**src/rtl/prach_reshape_iq.sv**
```systemverilog
// prach_reshape_iq: turns grouped real/imag input slots into complex output channels through a ping-pong buffer.
// Define PRACH_RESHAPE_IQ_DV_CHECK_EN to AND the real/imag valids and flag any disagreement between them.
module prach_reshape_iq #(
    parameter int DW      = 16,
    parameter int NUM_CHN = 24,
    parameter int GROUP   = 8,
    parameter int FRAME   = 256,
    parameter int CHN_W   = 8
) (
    input  logic             clk,
    input  logic             rst,
    input  logic [DW-1:0]    din_dq,
    input  logic             din_dv,
    input  logic [CHN_W-1:0] din_chn,
    input  logic             sync_in,
    output logic [DW-1:0]    dout_dr,
    output logic [DW-1:0]    dout_di,
    output logic             dout_dv,
    output logic             sync_out,
    output logic [CHN_W-1:0] dout_chn,
    output logic             err_overrun,
    output logic             err_dv_mismatch
);
    localparam int SLOTS = 2 * NUM_CHN;
    localparam int AW    = $clog2(SLOTS);

    if (NUM_CHN % GROUP != 0 || NUM_CHN > FRAME || FRAME > 2**CHN_W || SLOTS > 2**CHN_W) begin : g_bad_cfg
        $error("prach_reshape_iq: illegal parameter combination");
    end

    typedef enum logic {IDLE, RUN} state_t;

    state_t           r_state, w_state_nxt;
    logic             r_wbank;
    logic [CHN_W-1:0] r_cnt;
    logic [DW+1:0]    r_mem [2][SLOTS];
    logic             w_last, w_rd, w_dv, w_mis, w_unused;
    logic [AW-1:0]    w_re_addr, w_im_addr;
    logic [DW+1:0]    w_re, w_im;
    logic [CHN_W-1:0] r_p_chn;
    logic [DW-1:0]    r_p_dr, r_p_di;
    logic             r_p_dv, r_p_sync, r_p_mis;

    assign w_last    = din_chn == CHN_W'(SLOTS - 1);
    assign w_rd      = r_state == RUN && r_cnt < CHN_W'(NUM_CHN);
    // entries are {sync, dv, dq}; imag of a channel sits GROUP slots after its real
    assign w_re_addr = w_rd ? AW'(int'(r_cnt) / GROUP * 2 * GROUP + int'(r_cnt) % GROUP) : '0;
    assign w_im_addr = w_re_addr + AW'(GROUP);
    assign w_re      = r_mem[~r_wbank][w_re_addr];
    assign w_im      = r_mem[~r_wbank][w_im_addr];
`ifdef PRACH_RESHAPE_IQ_DV_CHECK_EN
    assign w_dv      = w_re[DW] & w_im[DW];
    assign w_mis     = w_rd & (w_re[DW] ^ w_im[DW]);
`else
    assign w_dv      = w_re[DW];
    assign w_mis     = 1'b0;
`endif
    assign w_unused  = &{1'b0, w_im[DW+1:DW]};

    always_comb w_state_nxt = w_last ? RUN : r_state;

    always_ff @(posedge clk)
        r_state <= rst ? IDLE : w_state_nxt;

    always_ff @(posedge clk)
        if ({1'b0, din_chn} < (CHN_W + 1)'(SLOTS))
            r_mem[r_wbank][din_chn[AW-1:0]] <= {sync_in, din_dv, din_dq};

    // two-stage readout: buffer read register, then output register
    always_ff @(posedge clk) begin
        if (rst) begin
            r_wbank         <= 1'b0;
            r_cnt           <= '0;
            r_p_chn         <= '0;
            r_p_dr          <= '0;
            r_p_di          <= '0;
            r_p_dv          <= 1'b0;
            r_p_sync        <= 1'b0;
            r_p_mis         <= 1'b0;
            dout_dr         <= '0;
            dout_di         <= '0;
            dout_dv         <= 1'b0;
            sync_out        <= 1'b0;
            dout_chn        <= '0;
            err_overrun     <= 1'b0;
            err_dv_mismatch <= 1'b0;
        end else begin
            r_wbank         <= r_wbank ^ w_last;
            r_cnt           <= (w_last || r_state == IDLE || r_cnt == CHN_W'(FRAME - 1)) ? '0 : r_cnt + CHN_W'(1);
            err_overrun     <= w_last && r_state == RUN && r_cnt < CHN_W'(NUM_CHN - 1);
            r_p_chn         <= r_state == RUN ? r_cnt : '0;
            r_p_dr          <= w_rd ? w_re[DW-1:0] : '0;
            r_p_di          <= w_rd ? w_im[DW-1:0] : '0;
            r_p_dv          <= w_rd & w_dv;
            r_p_sync        <= w_rd & w_re[DW+1];
            r_p_mis         <= w_mis;
            dout_dr         <= r_p_dr;
            dout_di         <= r_p_di;
            dout_dv         <= r_p_dv;
            sync_out        <= r_p_sync;
            dout_chn        <= r_p_chn;
            err_dv_mismatch <= r_p_mis;
        end
    end
endmodule

```
**config.mk**
```make
export PLATFORM = sky130hd
export DESIGN_NAME = prach_reshape_iq
export DESIGN_NICKNAME = d
export VERILOG_FILES = /design/src/rtl/prach_reshape_iq.sv
export SDC_FILE = /design/constraint.sdc
export NUM_CORES = 2
export LEC_CHECK = 0
export ABC_AREA = 1
export BUFFER_PORTS_ARGS = -buffer_cell sky130_fd_sc_hd__buf_2
export CAP_MARGIN = 20
export CORE_MARGIN = 8
export CORE_UTILIZATION = 23
export DETAILED_ROUTE_END_ITERATION = 6
export SLEW_MARGIN = 20
export SYNTH_ARGS = -nofsm -noshare
export SYNTH_HDL_FRONTEND = slang
export SYNTH_SLANG_ARGS = --single-unit
```
**constraint.sdc**
```tcl
create_clock -name clk -period 3.2 [get_ports clk]
set_clock_uncertainty 0.05 [all_clocks]
set_input_delay 0.48 -clock clk [delete_from_list [all_inputs] [get_ports clk]]
set_output_delay 0.48 -clock clk [all_outputs]
set_load 0.02 [all_outputs]
```
==> flow_summary.yaml <==
outcome:
  run_status: "complete, no violations"
yosys:
  synth_top_flop_cell: "sky130_fd_sc_hd__edfxtp_1"
  synth-seq-cells: 1727
  number_of_enable_type_register_cells_in_the_synthesized_netlist: 1632
  postSynthNetCount: 5868
  synth_seq_area_share_pct: 72.4
  syn_area_per_cell_um2: 12.0
  synth.distinct_cells: 37
  synth_compound_area_share_pct: 6.09
  yosys_warnings: 0
  syn_inst: 5839
  synthMuxAreaShare_pct: 0.470
  synth_area_in_adders_pct: 0.0178
  post_synth_and_or_nand_nor_area_fraction_pct: 17.8
  post_synth_xor_area_fraction_pct: 0.0374
  syn-cell-area_um2: 70300
  asyncSetResetFlopFracSynth_pct: 0
  largest_family_of_logic_cells_by_synthesized_area: "simple AND/OR/NAND/NOR gates"
sta:
  layout_min_cycle_time_ps: 2910
  hold_viol: 0
  hold-worst-slack_ps: 96.9
  maxSlewHeadroom_pct: 23.1
  tightestPinTransition_ps: 1150
  count_of_final_max_slew_check_failures: 0
  max_freq_mhz: 344
  setup_ws_ps: 292
  share_of_the_clock_period_used_by_the_worst_path_after_layout_pct: 90.9
  setup_viol: 0
  rsz0062_at_grt: "false"
  fin_setup_tns_ps: 0
finish:
  final_layout_size_suffix_gt1_share_pct: 13.8
  fin_nets: 5976
  ff_latch_area_um2: 50900
  area_growth_syn_to_layout_pct: 18.3
  final_area_um2: 83200
  fillerInstances: 31100
  multi_input_comb_area_um2: 17500
clock_tree:
  insertion_delay_ps: 840
  clock_pin_slew_on_the_worst_setup_and_hold_paths_ps: 60
  numCtsBuffers: 179
  cts_sinks: 1727
  cts_repair_resize_count: 0
  tritoncts: "yes"
  postCtsHoldBufs: 1
  h-tree-depth: 4
  clockRootBuffer: "sky130_fd_sc_hd__clkbuf_16"
  cts_setup_buffers: 0
  cts.path.max_buffers: 3
power:
  share_clk_of_total_power_pct: 44.0
  netSwitchingFraction_pct: 20.6
  p_comb_share_pct: 1.5
  seqPwrFrac_pct: 54.4
  power.switching_mw: 9.36
  internal_cell_power_mw: 36.1
  cellLeakagePower_nw: 27.9
  vdd_drop_max_mv: 0.431
  cellPowerDensity_nw_per_um2: 547
min_path:
  worstHoldPathType: "input pin to flop"
  worst_hold_startpoint: "din_dq[10]"
floorplanning:
  dieWidth_um: 569
  rows: 203
  boundaryPins: 72
  die-area_um2: 324000
  die-height_um: 569
  floorplan.core_area_um2: 305000
  initial_core_util_pct: 23.0
global_routing:
  antenna_violations_before_repair: 13
  grt_pass1_wl_um: 303000
  grt_use_total_pct: 12.3
  vias_in_the_first_global_route: 44400
  globalRoute.totalOverflow: 0
  largest_net_degree_at_the_start_of_global_routing: 162
routing:
  vias: 46000
  first_iter_violations: 5212
  ant_nets: 0
  detail_route.vias_per_cell: 4.51
  wirelength_um: 207000
  wire_per_inst_um: 20.3
  firstDrtPassIters: 6
  drcViolationCount: 0
setup_path:
  worst-r2r-cell-count: 12
  critPathCaptureType: "flop"
  required_ps: 3780
  end_point_of_the_critical_path: "r_p_dr[10]$_SDFF_PP0_"
  setup.reg_to_reg.worst_slack_ps: 290
  timing.rr.start: "r_cnt[4]$_SDFF_PP0_"
  critical_path.max_fanout: 34
  worst_setup_path_startpoint: "r_cnt[4]$_SDFF_PP0_"
  worst_ep_arrival_time_ps: 3480
  r2r-end: "r_p_dr[10]$_SDFF_PP0_"
  crit_type: "flop to flop"
  worst_setup_path_start_kind: "flop"
placement:
  dpl-instance-area_um2: 77500
  placement.setup.worst_slack_ps: 347
  port-buffer-count: 70
  dp_hpwl_um: 119000
  place_congestion: 0.826
run:
  drv_cap: 0
area by class of cell:
class / instances / area share [%]
flip-flops and latches: 1727 / 61.2
multi-input cells: 3644 / 21.1
well taps: 4100 / 6.17
clock buffers: 250 / 5.98
repair buffers: 305 / 4.35
clock inverters: 81 / 0.793
inverters: 90 / 0.418
diodes: 3 / 0.00903
power by group through the flow:
stage                     combinational, mW  clock, mW  sequential, mW
after floorplan                       0.105          0            25.2
after global placement                0.683          0            25.2
after detailed placement              0.704          0            25.2
after CTS                             0.707       20.4            24.7
after global routing                  0.743       21.2            24.7
final                                 0.701       20.0            24.7
cells in the mapped netlist (2+ instances only):
| library cell | instances | area (µm²) |
|---|---|---|
| sky130_fd_sc_hd__inv_2 | 4 | 15.0 |
| sky130_fd_sc_hd__and2_0 | 32 | 200 |
| sky130_fd_sc_hd__buf_2 | 169 | 846 |
| sky130_fd_sc_hd__nor2_2 | 2 | 12.5 |
| sky130_fd_sc_hd__inv_1 | 85 | 319 |
| sky130_fd_sc_hd__a21boi_0 | 203 | 1520 |
| sky130_fd_sc_hd__xor2_1 | 3 | 26.3 |
| sky130_fd_sc_hd__nor2_4 | 4 | 45.0 |
| sky130_fd_sc_hd__nor4_1 | 2 | 12.5 |
| sky130_fd_sc_hd__edfxtp_1 | 1632 | 49000 |
| sky130_fd_sc_hd__buf_6 | 14 | 158 |
| sky130_fd_sc_hd__dfxtp_1 | 95 | 1900 |
| sky130_fd_sc_hd__or2_2 | 214 | 1340 |
| sky130_fd_sc_hd__buf_4 | 36 | 270 |
| sky130_fd_sc_hd__nor3_1 | 72 | 360 |
| sky130_fd_sc_hd__nand2_2 | 4 | 25.0 |
| sky130_fd_sc_hd__o21ai_0 | 281 | 1410 |
| sky130_fd_sc_hd__o31ai_1 | 43 | 323 |
| sky130_fd_sc_hd__clkbuf_1 | 127 | 477 |
| sky130_fd_sc_hd__o211ai_1 | 35 | 263 |
| sky130_fd_sc_hd__nand3_1 | 586 | 2930 |
| sky130_fd_sc_hd__a21oi_1 | 89 | 445 |
| sky130_fd_sc_hd__buf_1 | 32 | 120 |
| sky130_fd_sc_hd__o21ai_1 | 62 | 310 |
| sky130_fd_sc_hd__mux2i_1 | 33 | 330 |
| sky130_fd_sc_hd__nand4_1 | 31 | 194 |
| sky130_fd_sc_hd__nand2_1 | 1211 | 4550 |
| sky130_fd_sc_hd__nor2_1 | 710 | 2670 |
| sky130_fd_sc_hd__nand3b_1 | 20 | 150 |
state kept, by name, indices dropped and copies added, names as in the netlist:
signal / flops
err_overrun: 1
dout_dv: 1
r_p_di: 16
r_mem: 1632
r_p_sync: 1
sync_out: 1
dout_di: 16
r_wbank: 1
dout_chn: 8
r_state: 1
r_p_chn: 8
r_p_dr: 16
dout_dr: 16
r_cnt: 8
r_p_dv: 1
placed cells by master (no fill, tap or decap), types with 3 or more instances in the layout:
master	n
sky130_fd_sc_hd__a21boi_0	203
sky130_fd_sc_hd__a21oi_1	89
sky130_fd_sc_hd__and2_0	32
sky130_fd_sc_hd__buf_12	117
sky130_fd_sc_hd__buf_2	54
sky130_fd_sc_hd__buf_4	133
sky130_fd_sc_hd__bufinv_16	5
sky130_fd_sc_hd__clkbuf_1	53
sky130_fd_sc_hd__clkbuf_16	183
sky130_fd_sc_hd__clkbuf_8	14
sky130_fd_sc_hd__clkinv_1	32
sky130_fd_sc_hd__clkinv_16	4
sky130_fd_sc_hd__clkinv_2	30
sky130_fd_sc_hd__dfxtp_1	93
sky130_fd_sc_hd__diode_2	3
sky130_fd_sc_hd__edfxtp_1	1632
sky130_fd_sc_hd__inv_1	85
sky130_fd_sc_hd__inv_6	6
sky130_fd_sc_hd__mux2i_1	33
sky130_fd_sc_hd__nand2_1	1211
sky130_fd_sc_hd__nand3_1	586
sky130_fd_sc_hd__nand3b_1	20
sky130_fd_sc_hd__nand4_1	31
sky130_fd_sc_hd__nor2_1	709
sky130_fd_sc_hd__nor2_4	7
sky130_fd_sc_hd__nor3_1	14
sky130_fd_sc_hd__nor3_2	58
sky130_fd_sc_hd__o211ai_1	35
sky130_fd_sc_hd__o21ai_0	281
sky130_fd_sc_hd__o21ai_1	62
sky130_fd_sc_hd__o31ai_1	43
sky130_fd_sc_hd__or2_2	214
sky130_fd_sc_hd__xor2_1	3
cells by family (layout without fill, tap and decap cells):
group                    after synthesis  after routing
AO/OA/AOI/OAI                        714            714
XOR/XNOR                               3              3
adder cells (fa/ha/maj)                1              1
buffers and inverters                468            726
flip-flops                          1727           1727
multiplexers                          33             33
other                                  1              4
AND/OR/NAND/NOR                     2892           2892
critical path, cell delays in order, from the launching register on:
cell                      delay [ps]
sky130_fd_sc_hd__dfxtp_1         350
sky130_fd_sc_hd__nand2_2         180
sky130_fd_sc_hd__nand2_2          90
sky130_fd_sc_hd__nor2_4          250
sky130_fd_sc_hd__nand2_4         110
sky130_fd_sc_hd__inv_4           300
sky130_fd_sc_hd__buf_12          280
sky130_fd_sc_hd__buf_4           200
sky130_fd_sc_hd__nand3_1         200
sky130_fd_sc_hd__nand3_1         210
sky130_fd_sc_hd__nand2_1          90
sky130_fd_sc_hd__nand2_1         210
sky130_fd_sc_hd__a21oi_1         120
how the worst min path moves through the flow:
stage | end | slack (ps) | depth (start not counted)
after detailed placement | dout_dv$_SDFF_PP0_ | 350 | 2
after CTS | r_mem[0][118]$_DFFE_PP_ | 50 | 1
after global routing | r_mem[1][136]$_DFFE_PP_ | 80 | 1
after global placement | dout_dv$_SDFF_PP0_ | 350 | 2
after floorplan | dout_chn[0]$_SDFF_PP0_ | 340 | 2
final | r_mem[0][118]$_DFFE_PP_ | 100 | 1
through the flow:
stage               power [mW]  cells  utilization [%]
CTS                       45.8  10200             27.3
global route              46.7  10200             27.3
detailed placement        25.9   9865             25.4
global placement          25.9   9865             25.4
finish                    45.5  10200             27.3
floorplan                 25.3   5839                -
per-layer routing:
layer	vias to the layer above	wire length, µm	global-route usage [%]
met5	-	0	0
met4	0	7680	4.49
met3	367	15100	2.16
met2	1806	98400	20.1
met1	23000	86200	16.2
li1	20700	-	-
Note: power is estimated with default switching activity, not from simulation.
